$ cat config.mk
export PLATFORM = sky130hd
export DESIGN_NAME = handshake_requester
export DESIGN_NICKNAME = d
export VERILOG_FILES = /design/src/rtl/handshake_requester.sv
export SDC_FILE = /design/constraint.sdc
export NUM_CORES = 1
export LEC_CHECK = 0
export ABC_AREA = 1
export CAP_MARGIN = 20
export CORE_MARGIN = 5
export CORE_UTILIZATION = 45
export CTS_BUF_LIST = sky130_fd_sc_hd__clkbuf_4
export CTS_CLUSTER_DIAMETER = 30
export DETAILED_ROUTE_END_ITERATION = 8
export MAX_ROUTING_LAYER = met4
export PLACE_DENSITY = 0.86
export SYNTH_ARGS = -nofsm -noshare
export SYNTH_HDL_FRONTEND = slang
export SYNTH_SLANG_ARGS = --single-unit
$ cat constraint.sdc
create_clock -name clk -period 1.6 [get_ports clk]
set_clock_uncertainty 0.15 [all_clocks]
set_input_delay 0.32 -clock clk [delete_from_list [all_inputs] [get_ports clk]]
set_output_delay 0.32 -clock clk [all_outputs]
set_load 0.01 [all_outputs]
$ cat src/rtl/handshake_requester.sv
// Initiator side of the 4-phase R/A return-to-zero handshake.
// Takes words from a local valid/ready source, drives R with bundled data D,
// and flags protocol violations or responder timeouts with a sticky E.
module handshake_requester #(
  parameter int unsigned WIDTH   = 8,
  parameter int unsigned TIMEOUT = 15
) (
  input  logic             clk,
  input  logic             RESET,
  input  logic             in_valid,
  input  logic [WIDTH-1:0] in_data,
  output logic             in_ready,
  input  logic             A,
  output logic             R,
  output logic [WIDTH-1:0] D,
  output logic             done,
  output logic             E,
  output logic [1:0]       state,
  output logic [7:0]       xfer_count
);

  localparam int unsigned CW = 8;
  localparam logic [CW-1:0] TMO     = CW'(TIMEOUT);
  localparam logic [CW-1:0] CNT_MAX = '1;

  typedef enum logic [1:0] {
    IDLE = 2'd0,
    REQ  = 2'd1,
    REL  = 2'd2,
    ERR  = 2'd3
  } state_t;

  state_t        st_q;
  state_t        st_d;
  logic          a1;
  logic          a_s;
  logic [CW-1:0] wait_cnt;
  logic          capture;
  logic          complete;

  // Two-flop synchronizer for the asynchronous acknowledge
  always_ff @(posedge clk) begin
    if (RESET) begin
      a1  <= 1'b0;
      a_s <= 1'b0;
    end else begin
      a1  <= A;
      a_s <= a1;
    end
  end

  // FSM state register
  always_ff @(posedge clk) begin
    if (RESET) st_q <= IDLE;
    else       st_q <= st_d;
  end

  // Next-state decode; an ack seen in IDLE outranks a pending local word
  always_comb begin
    st_d     = st_q;
    capture  = 1'b0;
    complete = 1'b0;
    in_ready = 1'b0;
    case (st_q)
      IDLE: begin
        in_ready = !a_s;
        if (a_s) begin
          st_d = ERR;
        end else if (in_valid) begin
          st_d    = REQ;
          capture = 1'b1;
        end
      end
      REQ: begin
        if (a_s)                  st_d = REL;
        else if (wait_cnt == TMO) st_d = ERR;
      end
      REL: begin
        if (!a_s) begin
          st_d     = IDLE;
          complete = 1'b1;
        end else if (wait_cnt == TMO) begin
          st_d = ERR;
        end
      end
      default: st_d = ERR;
    endcase
  end

  // Registered outputs, bundled data, transfer count and per-phase wait counter
  always_ff @(posedge clk) begin
    if (RESET) begin
      R          <= 1'b0;
      D          <= '0;
      done       <= 1'b0;
      E          <= 1'b0;
      xfer_count <= '0;
      wait_cnt   <= '0;
    end else begin
      R    <= (st_d == REQ);
      E    <= (st_d == ERR);
      done <= complete;
      if (capture)  D          <= in_data;
      if (complete) xfer_count <= xfer_count + 8'd1;
      if (st_d != st_q) begin
        wait_cnt <= '0;
      end else if ((st_q == REQ || st_q == REL) && wait_cnt != CNT_MAX) begin
        wait_cnt <= wait_cnt + CW'(1);
      end
    end
  end

  assign state = st_q;

endmodule

==> results of run 1 <==
how the worst max path moves through the flow:
stage,startpoint,endpoint,slack (ns),cells after the start
2_1_floorplan,state[0],wait_cnt[0],0.002,9
3_3_place_gp,in_valid,wait_cnt[2],-0.15,8
3_5_place_dp,in_valid,wait_cnt[7],-0.18,8
4_1_cts,state[1],wait_cnt[6],-0.1,10
5_1_grt,state[1],wait_cnt[7],-0.20,10
6_report,state[0],wait_cnt[3],-0.12,8
cell usage in the layout, fill, tap and decap left out, types with 2 or more instances in the layout:
| cell | count |
|---|---|
| nand2_1 | 35 |
| clkdlybuf4s50_1 | 11 |
| dfxtp_2 | 7 |
| nand4_1 | 2 |
| inv_2 | 5 |
| dlygate4sd2_1 | 19 |
| nand2_2 | 10 |
| nor3_4 | 3 |
| a21oi_1 | 12 |
| nor2_2 | 3 |
| o21bai_1 | 2 |
| buf_4 | 18 |
| xor2_1 | 2 |
| nor2_1 | 17 |
| inv_1 | 22 |
| nand3_1 | 11 |
| inv_4 | 3 |
| nand2_4 | 3 |
| ha_4 | 3 |
| nand3_2 | 3 |
| dfxtp_1 | 24 |
| nor3_2 | 8 |
| clkbuf_4 | 5 |
| nor3_1 | 5 |
| ha_2 | 2 |
| nand3_4 | 2 |
| buf_6 | 5 |
| o21ai_1 | 2 |
| o21ai_0 | 4 |
| nor2_4 | 4 |
sequential cells by signal (all words and copies together), names as in the netlist:
| register | count |
|---|---|
| D | 8 |
| wait_cnt | 8 |
| xfer_count | 8 |
| state | 2 |
| E | 1 |
| R | 1 |
| a1 | 1 |
| a_s | 1 |
| done | 1 |
logic make-up after synthesis:
family | count (synthesis) | share of synthesized area [%]
AOI/OAI and AO/OA | 22 | 7.35
xor gates and xnor gates | 3 | 1.68
adders and majority gates | 6 | 4.80
buffers and inverters | 33 | 8.31
DFF | 31 | 39.6
and+or+nand+nor | 110 | 38.2
critical path, delay by kind of cell, from the launching register on:
| kind | cells | cell delay [ns] |
|---|---|---|
| simple gates | 5 | 0.64 |
| compound gates | 1 | 0.17 |
| buf+inv | 1 | 0.16 |
| fa+ha+maj | 1 | 0.19 |
| flops | 1 | 0.34 |
power groups by stage:
stage / sequential (µW) / clock, µW / combinational (µW)
6_report: 832 / 591 / 550
5_1_grt: 837 / 640 / 598
4_1_cts: 830 / 601 / 508
3_5_place_dp: 847 / 0 / 453
3_3_place_gp: 846 / 0 / 444
2_1_floorplan: 867 / 0 / 229
through the flow:
stage                     total power, µW  area, µm²  utilization (%)
final                                1970       2320             69.0
after global routing                 2070       2320             69.0
after CTS                            1940       2240             66.7
after detailed placement             1300       2080             61.7
after global placement               1290       2080             61.7
after floorplan                      1100       1570                -
final cells by class:
cell class,instances,share of cell area [%]
Multi-Input combinational cell,141,41.1
Sequential cell,31,27.1
Timing Repair Buffer,55,20.8
Inverter,30,5.18
Tap cell,46,2.48
Clock inverter,3,1.67
Clock buffer,5,1.62
cells in the mapped netlist, drive strengths merged (2+ instances only):
| cell type | count | area share [%] |
|---|---|---|
| a21oi | 13 | 4.2 |
| nand2 | 49 | 14 |
| inv | 30 | 7.5 |
| dfxtp | 31 | 40 |
| clkbuf | 2 | 0.48 |
| o21ai | 7 | 2.2 |
| nor2 | 24 | 7.2 |
| xor2 | 2 | 1.1 |
| nand3 | 16 | 6.6 |
| nand4 | 2 | 0.80 |
| ha | 6 | 4.8 |
| nor3 | 16 | 8.0 |
| o21bai | 2 | 0.96 |
routing by layer:
layer	share of wire, %	vias up	global-route usage [%]
li1	-	771	-
met1	42	717	20.6
met2	51	39	32.6
met3	6.1	8	5.02
met4	1.6	0	10.7
met5	0	-	-
what timing repair did:
action                                  4_1_cts  5_1_grt
pin swaps                                    15       16
resized for setup                            58       17
endpoints found under the setup margin       37       20
buffers inserted                              2        3
==> qor.yml, run 1 <==
setup-violations-final: 13
syn_nets: 223
dr.pass1.iters: 4
r2r-start: "state[0]"
ir_drop_mv: 0.436
area_growth_pct: 48.3
fin_setup_tns_ns: -1.15
p_comb_share_pct: 27.9
p_leak_uw: 0.00105
place_congestion: 0.847
switchingPower_uw: 597
synth_warnings: 0
vias: 1535
clock_latency_ns: 0.33
hold_end: "a_s"
critical_path_class: "flop to flop"
rsz0062_at_grt: "yes"
die_h_um: 69.0
cap_violations: 0
drive_gt1_share_pct: 34.3
postRouteAntennaNets: 0
fin_crit_sh_pct: 107
grt_usage_pct: 19.4
drt-initial-drc-count: 108
slowest_delay_ns: 0.34
finalNetCount: 282
wl_per_cell_um: 13.5
ctsLongestPathBuffers: 2
min-delay-start: "a1"
grt_antenna_before_repair: 0
worst_pin_slew_ns: 0.332
endpoint_kind: "flop"
arrival_ns: 1.82
syn_inst: 205
slew_headroom_pct: 77.8
p_seq_share_pct: 42.2
async_flop_share_pct: 0
core_region_area_mm2: 0.00336
grt_first_pass_wirelength_um: 6490
critPathMaxFanout: 8
p_per_area_mw_per_mm2: 850
grt_pass1_vias: 1496
whs_path_depth: 2
reg2reg_slack_ns: -0.12
ios: 34
register_area_um2: 629
ys_ff_latch: 31
dp_hpwl_um: 2710
grt_start_max_net_pins: 17
rows: 21
clkSinkCount: 31
multiInputGateArea_um2: 955
cts.hold.buffers_added: 0
status: "finished with violations"
ys_types: 28
cts_tree: "built"
fmax_mhz: 582
cts.clk_slew.worst_paths_ns: 0.10
synth_edf_count: 0
place_inst: 298
h-tree-depth: 2
fillers: 252
switching_share_pct: 30.3
regToRegEndpoint: "wait_cnt[3]"
routed_wl_um: 4210
viasPerCell: 4.94
period_needed_ns: 1.72
whs_ns: 0.269
syn_area_mm2: 0.00157
hp-class: "flop to flop"
ys_seq_area_share_pct: 39.6
cts_made_buffers: 5
root_buffer: "clkbuf_4"
final_max_slew_viol_count: 0
final_cells: 311
die_area_mm2: 0.00476
setup_slack_ns: -0.118
critical_path_required_ns: 1.71
post-place-ws_ns: -0.182
grt_overflow: 0
start_util_pct: 46.5
die_x_um: 69.0
power_frac_clock_pct: 30.0
ys.flop_type: "dfxtp_1"
drcViolationCount: 0
n_antenna_cell: 0
syn_avg_cell_area_um2: 7.64
hold_viol: 0
cp_cell_sequence: "buf_4, ha_2, o21bai_1, nor2_2, nand2_1, nand2_2, nand2_8, nor3_4"
port_buffers: 33
cellInternalPower_uw: 1380
violations: "negative setup slack"
reg2reg_depth: 8
critPathLaunchType: "flop"
slowest_stage: "dfxtp_2"
(Power assumes the default switching activity.)
==> inputs of run 2 (changes only) <==
ABC_CLOCK_PERIOD_IN_PS = 1600   (was unset)
==> results of run 2 <==
Final layout, timing and power as in run 1 (identical DEF).
==> inputs of run 3 (changes only) <==
CAP_MARGIN = unset   (was 20)
CTS_CLUSTER_DIAMETER = 100   (was 30)
==> results of run 3 <==
Final layout, timing and power as in run 1 (identical DEF).
